### src/rtl/cpl_op_mux_rr_pkg.sv
// cpl_op_mux_pkg: shared widths and the request record for the completion-request mux.
//   PORTS / CL_PORTS : number of request ports and the width of a port index.
//   SEL, QIDX        : completion-target select and queue-index widths.
//   STAG, MTAG       : per-port input tag width and output tag width (port index + input tag).
//   CPL_BITS         : completion record width in bits (32 bytes).
//   req_t            : one completion request as it travels through the skid buffer.
package cpl_op_mux_pkg;

    localparam int PORTS    = 2;
    localparam int CL_PORTS = 1;
    localparam int SEL      = 1;
    localparam int QIDX     = 13;
    localparam int STAG     = 5;
    localparam int MTAG     = STAG + CL_PORTS;
    localparam int CPL_BITS = 256;

    typedef struct packed {
        logic [SEL-1:0]      sel;
        logic [QIDX-1:0]     queue;
        logic [MTAG-1:0]     tag;
        logic [CPL_BITS-1:0] data;
    } req_t;

endpackage

### src/rtl/cpl_op_mux_rr_arbiter.sv
// rr_arbiter: registered, blocking round-robin arbiter.
//   clk, rst     : clock, synchronous active-high reset.
//   request      : one bit per port, port is asking for the grant.
//   acknowledge  : one bit per port, granted port completed a transfer this cycle.
//   grant        : registered one-hot grant.
//   grant_valid  : registered, a grant is currently held.
//   grant_enc    : registered encoded index of the granted port.
// Arbitration picks the first requester above the last granted index, wrapping to
// the lowest requester. A grant is held until acknowledged; on the acknowledge cycle
// a new winner is chosen so back-to-back transfers run at one per cycle.
module rr_arbiter
    import cpl_op_mux_pkg::*;
(
    input  logic                clk,
    input  logic                rst,
    input  logic [PORTS-1:0]    request,
    input  logic [PORTS-1:0]    acknowledge,
    output logic [PORTS-1:0]    grant,
    output logic                grant_valid,
    output logic [CL_PORTS-1:0] grant_enc
);

    logic [CL_PORTS-1:0] last_grant;
    logic                pick_valid;
    logic [CL_PORTS-1:0] pick_enc;
    logic                hold;

    always_comb begin
        pick_valid = 1'b0;
        pick_enc   = '0;
        // Descending loops: the last hit is the lowest index. The second loop only
        // considers ports above the last grant and overrides the wrap-around pick.
        for (int i = PORTS - 1; i >= 0; i--) begin
            if (request[i]) begin
                pick_valid = 1'b1;
                pick_enc   = CL_PORTS'(i);
            end
        end
        for (int i = PORTS - 1; i >= 0; i--) begin
            if (request[i] && (i > int'(last_grant))) begin
                pick_enc = CL_PORTS'(i);
            end
        end
    end

    // A granted port whose valid has dropped is no longer waiting for anything
    // (a legal source never withdraws an offered request), so releasing it keeps
    // an idle port from starving the others after its final transfer.
    assign hold = grant_valid && request[grant_enc] && !acknowledge[grant_enc];

    always_ff @(posedge clk) begin
        if (rst) begin
            grant       <= '0;
            grant_valid <= 1'b0;
            grant_enc   <= '0;
            last_grant  <= CL_PORTS'(PORTS - 1);
        end else if (!hold) begin
            grant_valid <= pick_valid;
            grant_enc   <= pick_enc;
            grant       <= pick_valid ? (PORTS'(1) << pick_enc) : '0;
            if (pick_valid) begin
                last_grant <= pick_enc;
            end
        end
    end

endmodule

### src/rtl/cpl_op_mux_rr.sv
// cpl_op_mux_rr: round-robin completion-request multiplexer.
//   clk, rst                 : clock, synchronous active-high reset.
//   s_axis_req_*             : PORTS packed request streams (sel/queue/tag/data/valid/ready).
//   m_axis_req_*             : single merged request stream; tag = {port index, input tag}.
//   s_axis_req_status_*      : status returned by the completion writer (no backpressure).
//   m_axis_req_status_*      : status routed back to the port named in the tag MSBs;
//                              tag/full/error are replicated, valid is one-hot.
// Handshake: a transfer happens on a rising edge where valid and ready are both high;
// valid, once raised, is held with stable fields until that edge.
module cpl_op_mux_rr
    import cpl_op_mux_pkg::*;
(
    input  logic                      clk,
    input  logic                      rst,
    output logic [SEL-1:0]            m_axis_req_sel,
    output logic [QIDX-1:0]           m_axis_req_queue,
    output logic [MTAG-1:0]           m_axis_req_tag,
    output logic [CPL_BITS-1:0]       m_axis_req_data,
    output logic                      m_axis_req_valid,
    input  logic                      m_axis_req_ready,
    input  logic [MTAG-1:0]           s_axis_req_status_tag,
    input  logic                      s_axis_req_status_full,
    input  logic                      s_axis_req_status_error,
    input  logic                      s_axis_req_status_valid,
    input  logic [PORTS*SEL-1:0]      s_axis_req_sel,
    input  logic [PORTS*QIDX-1:0]     s_axis_req_queue,
    input  logic [PORTS*STAG-1:0]     s_axis_req_tag,
    input  logic [PORTS*CPL_BITS-1:0] s_axis_req_data,
    input  logic [PORTS-1:0]          s_axis_req_valid,
    output logic [PORTS-1:0]          s_axis_req_ready,
    output logic [PORTS*STAG-1:0]     m_axis_req_status_tag,
    output logic [PORTS-1:0]          m_axis_req_status_full,
    output logic [PORTS-1:0]          m_axis_req_status_error,
    output logic [PORTS-1:0]          m_axis_req_status_valid
);

    logic [PORTS-1:0]    grant;
    logic                grant_valid;
    logic [CL_PORTS-1:0] grant_enc;
    logic [PORTS-1:0]    acknowledge;

    req_t in_req [PORTS];
    req_t sel_req;
    req_t main_req;
    req_t temp_req;
    logic main_valid;
    logic temp_valid;
    logic out_ready;
    logic out_ready_early;
    logic valid_int;

    logic [STAG-1:0] status_tag;
    logic            status_full;
    logic            status_error;
    logic [PORTS-1:0] status_valid;

    rr_arbiter u_arb (
        .clk         (clk),
        .rst         (rst),
        .request     (s_axis_req_valid),
        .acknowledge (acknowledge),
        .grant       (grant),
        .grant_valid (grant_valid),
        .grant_enc   (grant_enc)
    );

    always_comb begin
        for (int p = 0; p < PORTS; p++) begin
            in_req[p].sel   = s_axis_req_sel[p*SEL +: SEL];
            in_req[p].queue = s_axis_req_queue[p*QIDX +: QIDX];
            in_req[p].tag   = {CL_PORTS'(p), s_axis_req_tag[p*STAG +: STAG]};
            in_req[p].data  = s_axis_req_data[p*CPL_BITS +: CPL_BITS];
        end
    end

    assign sel_req          = in_req[grant_enc];
    assign s_axis_req_ready = (grant_valid && out_ready) ? grant : '0;
    assign acknowledge      = grant & s_axis_req_valid & s_axis_req_ready;
    assign valid_int        = grant_valid && s_axis_req_valid[grant_enc] && out_ready;

    // Ready is registered, so it is only offered when the skid buffer could still
    // absorb one more word even if the downstream stalls on the next edge.
    assign out_ready_early = m_axis_req_ready ||
                             (!temp_valid && (!main_valid || !valid_int));

    always_ff @(posedge clk) begin
        if (rst) begin
            main_valid <= 1'b0;
            temp_valid <= 1'b0;
            out_ready  <= 1'b0;
        end else begin
            out_ready <= out_ready_early;
            if (out_ready) begin
                if (m_axis_req_ready || !main_valid) begin
                    main_valid <= valid_int;
                    main_req   <= sel_req;
                end else begin
                    temp_valid <= valid_int;
                    temp_req   <= sel_req;
                end
            end else if (m_axis_req_ready) begin
                main_valid <= temp_valid;
                main_req   <= temp_req;
                temp_valid <= 1'b0;
            end
        end
    end

    assign m_axis_req_sel   = main_req.sel;
    assign m_axis_req_queue = main_req.queue;
    assign m_axis_req_tag   = main_req.tag;
    assign m_axis_req_data  = main_req.data;
    assign m_axis_req_valid = main_valid;

    // Status return: the port index rides in the tag MSBs.
    always_ff @(posedge clk) begin
        if (rst) begin
            status_valid <= '0;
        end else begin
            status_valid <= s_axis_req_status_valid ?
                            (PORTS'(1) << s_axis_req_status_tag[MTAG-1 -: CL_PORTS]) : '0;
        end
    end

    always_ff @(posedge clk) begin
        status_tag   <= s_axis_req_status_tag[STAG-1:0];
        status_full  <= s_axis_req_status_full;
        status_error <= s_axis_req_status_error;
    end

    assign m_axis_req_status_tag   = {PORTS{status_tag}};
    assign m_axis_req_status_full  = {PORTS{status_full}};
    assign m_axis_req_status_error = {PORTS{status_error}};
    assign m_axis_req_status_valid = status_valid;

endmodule

### config.mk
export PLATFORM = sky130hd
export DESIGN_NAME = cpl_op_mux_rr
export DESIGN_NICKNAME = d
export VERILOG_FILES = /design/src/rtl/cpl_op_mux_rr_pkg.sv /design/src/rtl/cpl_op_mux_rr_arbiter.sv /design/src/rtl/cpl_op_mux_rr.sv
export SDC_FILE = /design/constraint.sdc
export NUM_CORES = 1
export LEC_CHECK = 0
export ABC_AREA = 1
export BUFFER_PORTS_ARGS = -buffer_cell sky130_fd_sc_hd__buf_2
export CORE_AREA = 3 3 335 337
export DETAILED_ROUTE_END_ITERATION = 7
export DIE_AREA = 0 0 338 340
export PLACE_DENSITY = 0.44
export SYNTH_ARGS = -nofsm -noshare
export SYNTH_HDL_FRONTEND = slang
export SYNTH_SLANG_ARGS = --single-unit
### constraint.sdc
create_clock -name clk -period 27.7 [get_ports clk]
set_input_delay 5.54 -clock clk [delete_from_list [all_inputs] [get_ports clk]]
set_output_delay 5.54 -clock clk [all_outputs]
set_load 0.05 [all_outputs]
==> flow_metrics.py <==
metrics = {
    "run_status": {
        "status": "completed",
    },
    "worst_setup_path": {
        "slowest_delay_ns": 0.81,
        "timing.rr.start": "out_ready",
        "cp-end-kind": "register",
        "worstPathRequired_ns": 27.93,
        "r2r_setup_slack_ns": 23.71,
        "cp_data_arrival_time_ns": 8.69,
        "reg2reg_to": "temp_req[192]",
        "criticalPathCategory": "input pin to register",
        "rr_worst_depth": 5,
        "cp_slowest_cell": "buf_4",
        "cp-start-kind": "input pin",
        "crit_chain": "buf_2, nor2_1, nand2_1, nor2_4, buf_4, buf_4, buf_4",
        "crit_path_frequent_cell": "buf_4",
        "cp_max_fo": 66,
    },
    "cts": {
        "clock-root-buffer": "clkbuf_16",
        "ctsResizeCount": 0,
        "h-tree-depth": 3,
        "tritoncts": "built",
        "cts_setup_buffers": 0,
        "clk-insertion-delay-late_ns": 0.63,
        "cts_buffers": 71,
        "cts.sinks": 569,
        "cts_hold_buf": 0,
        "cts_buffer_depth": 3,
        "clkTransAtPathRegs_ns": 0.05,
    },
    "drt": {
        "wl_um": 84130,
        "first_iter_violations": 1114,
        "vias_per_cell": 4.188,
        "drc": 0,
        "firstDrtPassIters": 5,
        "ant_nets": 0,
        "wl_per_cell_um": 18.68,
        "vias": 18860,
    },
    "global_routing": {
        "grt_pass1_vias": 18360,
        "antenna_found_initial": 44,
        "overflow": 0,
        "grt.total_usage_pct": 13.80,
        "grt_pass1_wl_um": 118200,
        "grt_max_degree": 186,
    },
    "timing": {
        "finalCritPeriodShare_pct": 30.56,
        "finalSetupViolCount": 0,
        "worstMarginPinSlew_ns": 1.138,
        "fmax_mhz": 118.1,
        "grt_setup_unrepaired": "false",
        "finalMaxSlewViolations": 0,
        "fin_crit_ns": 8.465,
        "fin_skew_ns": 0.02364,
        "slew_headroom_pct": 24.17,
        "hold_viol": 0,
        "final.setup.tns_ns": 0,
    },
    "floorplanning": {
        "die_area_mm2": 0.1149,
        "initial_core_util_pct": 21.92,
        "ios": 859,
        "rows": 121,
        "die_x_um": 338,
        "die_y_um": 340,
        "core_mm2": 0.1092,
    },
    "power": {
        "p_per_area_mw_per_mm2": 70.91,
        "ir_drop_mv": 0.03950,
        "p_leak_nw": 13.27,
    },
    "yosys": {
        "ys_seq_elements": 569,
        "ys_seq_area_share_pct": 70.69,
        "syn_inst": 2141,
        "ys_warn_count": 0,
        "syn_nets": 2705,
        "netlist_area_mm2": 0.02393,
        "avgSynthCellArea_um2": 11.18,
        "synth.distinct_cells": 19,
    },
    "final_layout": {
        "drive_gt1_share_pct": 32.65,
        "final_util_pct": 29.07,
        "fin_nets": 3523,
        "areaGrowthSynthToFinish_pct": 32.58,
        "nFillCells": 11600,
    },
    "min_path": {
        "hold_start": "u_arb.last_grant",
        "worstHoldPathCells": 2,
        "hold_path_class": "register to register",
        "hold_end": "u_arb.last_grant",
    },
    "placement": {
        "gp_congestion": 0.7727,
        "hpwl_um": 59600,
        "io_buffers": 858,
    },
    "flow_run": {
        "max-cap-violations": 0,
    },
}
==> final cells by class <==
cell class / count / area (µm²) / share of cell area, %
clock inverters: 29 / 324.1 / 1.021
diodes: 17 / 42.54 / 0.1341
inverters: 14 / 60.06 / 0.1893
repair buffers: 878 / 4482 / 14.13
multi-input cells: 1425 / 6097 / 19.22
flip-flops and latches: 569 / 16920 / 53.34
well taps: 1476 / 1847 / 5.820
clock buffers: 96 / 1953 / 6.156
==> stage by stage <==
step	instance area, µm²	total power, mW	worst slack (ns)	hold slack (ns)	cells
finish	31730	2.250	19.24	0.4573	4504
global route	31700	2.345	19.00	0.4742	4494
CTS	31690	2.291	19.18	0.4596	4487
detailed placement	29410	1.354	18.49	0.4451	4362
global placement	29410	1.354	18.45	0.4493	4362
floorplan	23930	1.258	2.125	0.4211	2141
==> flip-flops by register name, indices dropped and copies added, names as in the netlist <==
register / flops
u_arb.grant_enc: 1
u_arb.last_grant: 1
u_arb.grant: 2
m_axis_req_queue: 13
status_full: 1
m_axis_req_status_valid: 2
out_ready: 1
m_axis_req_valid: 1
u_arb.grant_valid: 1
status_tag: 5
status_error: 1
m_axis_req_data: 256
m_axis_req_sel: 1
m_axis_req_tag: 6
temp_valid: 1
temp_req: 276
==> where the power goes <==
group          internal, mW  total [mW]  switching (mW)
Clock                 0.544       0.919           0.375
Sequential            0.995        1.01          0.0158
Combinational        0.0834       0.320           0.236
==> critical path: cells and delay by family <==
kind,cells,cell delay (ns)
buffers and inverters,4,2.15
AND/OR/NAND/NOR,3,0.83
==> placed cells by master, fill, tap and decap left out, types with 6 or more instances in the layout <==
| cell type | Yosys | routed |
|---|---|---|
| clkbuf_16 | 0 | 73 |
| diode_2 | 0 | 17 |
| a31oi_1 | 275 | 275 |
| nand2_1 | 840 | 840 |
| a21oi_1 | 6 | 6 |
| clkbuf_1 | 5 | 19 |
| inv_1 | 13 | 13 |
| edfxtp_1 | 552 | 552 |
| nor2_1 | 289 | 288 |
| dfxtp_1 | 17 | 15 |
| buf_4 | 48 | 17 |
| clkinv_1 | 0 | 10 |
| buf_2 | 65 | 858 |
| clkinv_2 | 0 | 6 |
==> cells by family after synthesis <==
kind of cell | Yosys count | share of synthesized area [%]
simple gates | 1138 | 17.93
buf+inv | 147 | 3.890
compound gates | 287 | 7.497
flops | 569 | 70.69
==> per-layer routing <==
metal  GRT usage, %  up-vias  wire length, µm
met5              0        -              108
met4          5.013       16             2271
met3          4.390      150             7603
met2          23.47      711            41030
met1          16.24     8836            33110
li1               -     9150                -
==> synthesized netlist by cell type <==
cell      count  area (µm²)
edfxtp_1    552       16580
inv_1        13       48.80
a21oi_1       6       30.03
nand3_1       5       25.02
buf_6        15       168.9
nand2_2       2       12.51
nand3_2       1       10.01
inv_6         1       8.760
nor3_1        1       5.000
clkbuf_1      5       18.77
dfxtp_1      17       340.3
a21boi_0      1       7.510
nand2_1     840        3153
o21ai_0       4       20.02
nor2_1      289        1085
buf_2        65       325.3
buf_4        48       360.4
a21oi_4       1       16.27
a31oi_1     275        1720
==> how the worst max path moves through the flow <==
stage | from | end | slack (ns)
floorplan | rst | m_axis_req_data[0] | 2.13
global placement | m_axis_req_ready | temp_req[149] | 18.45
detailed placement | m_axis_req_ready | temp_req[185] | 18.49
CTS | m_axis_req_ready | temp_req[194] | 19.18
global route | m_axis_req_ready | temp_req[190] | 19.00
finish | m_axis_req_ready | temp_req[192] | 19.24
Power figures use the tool's default switching activity.
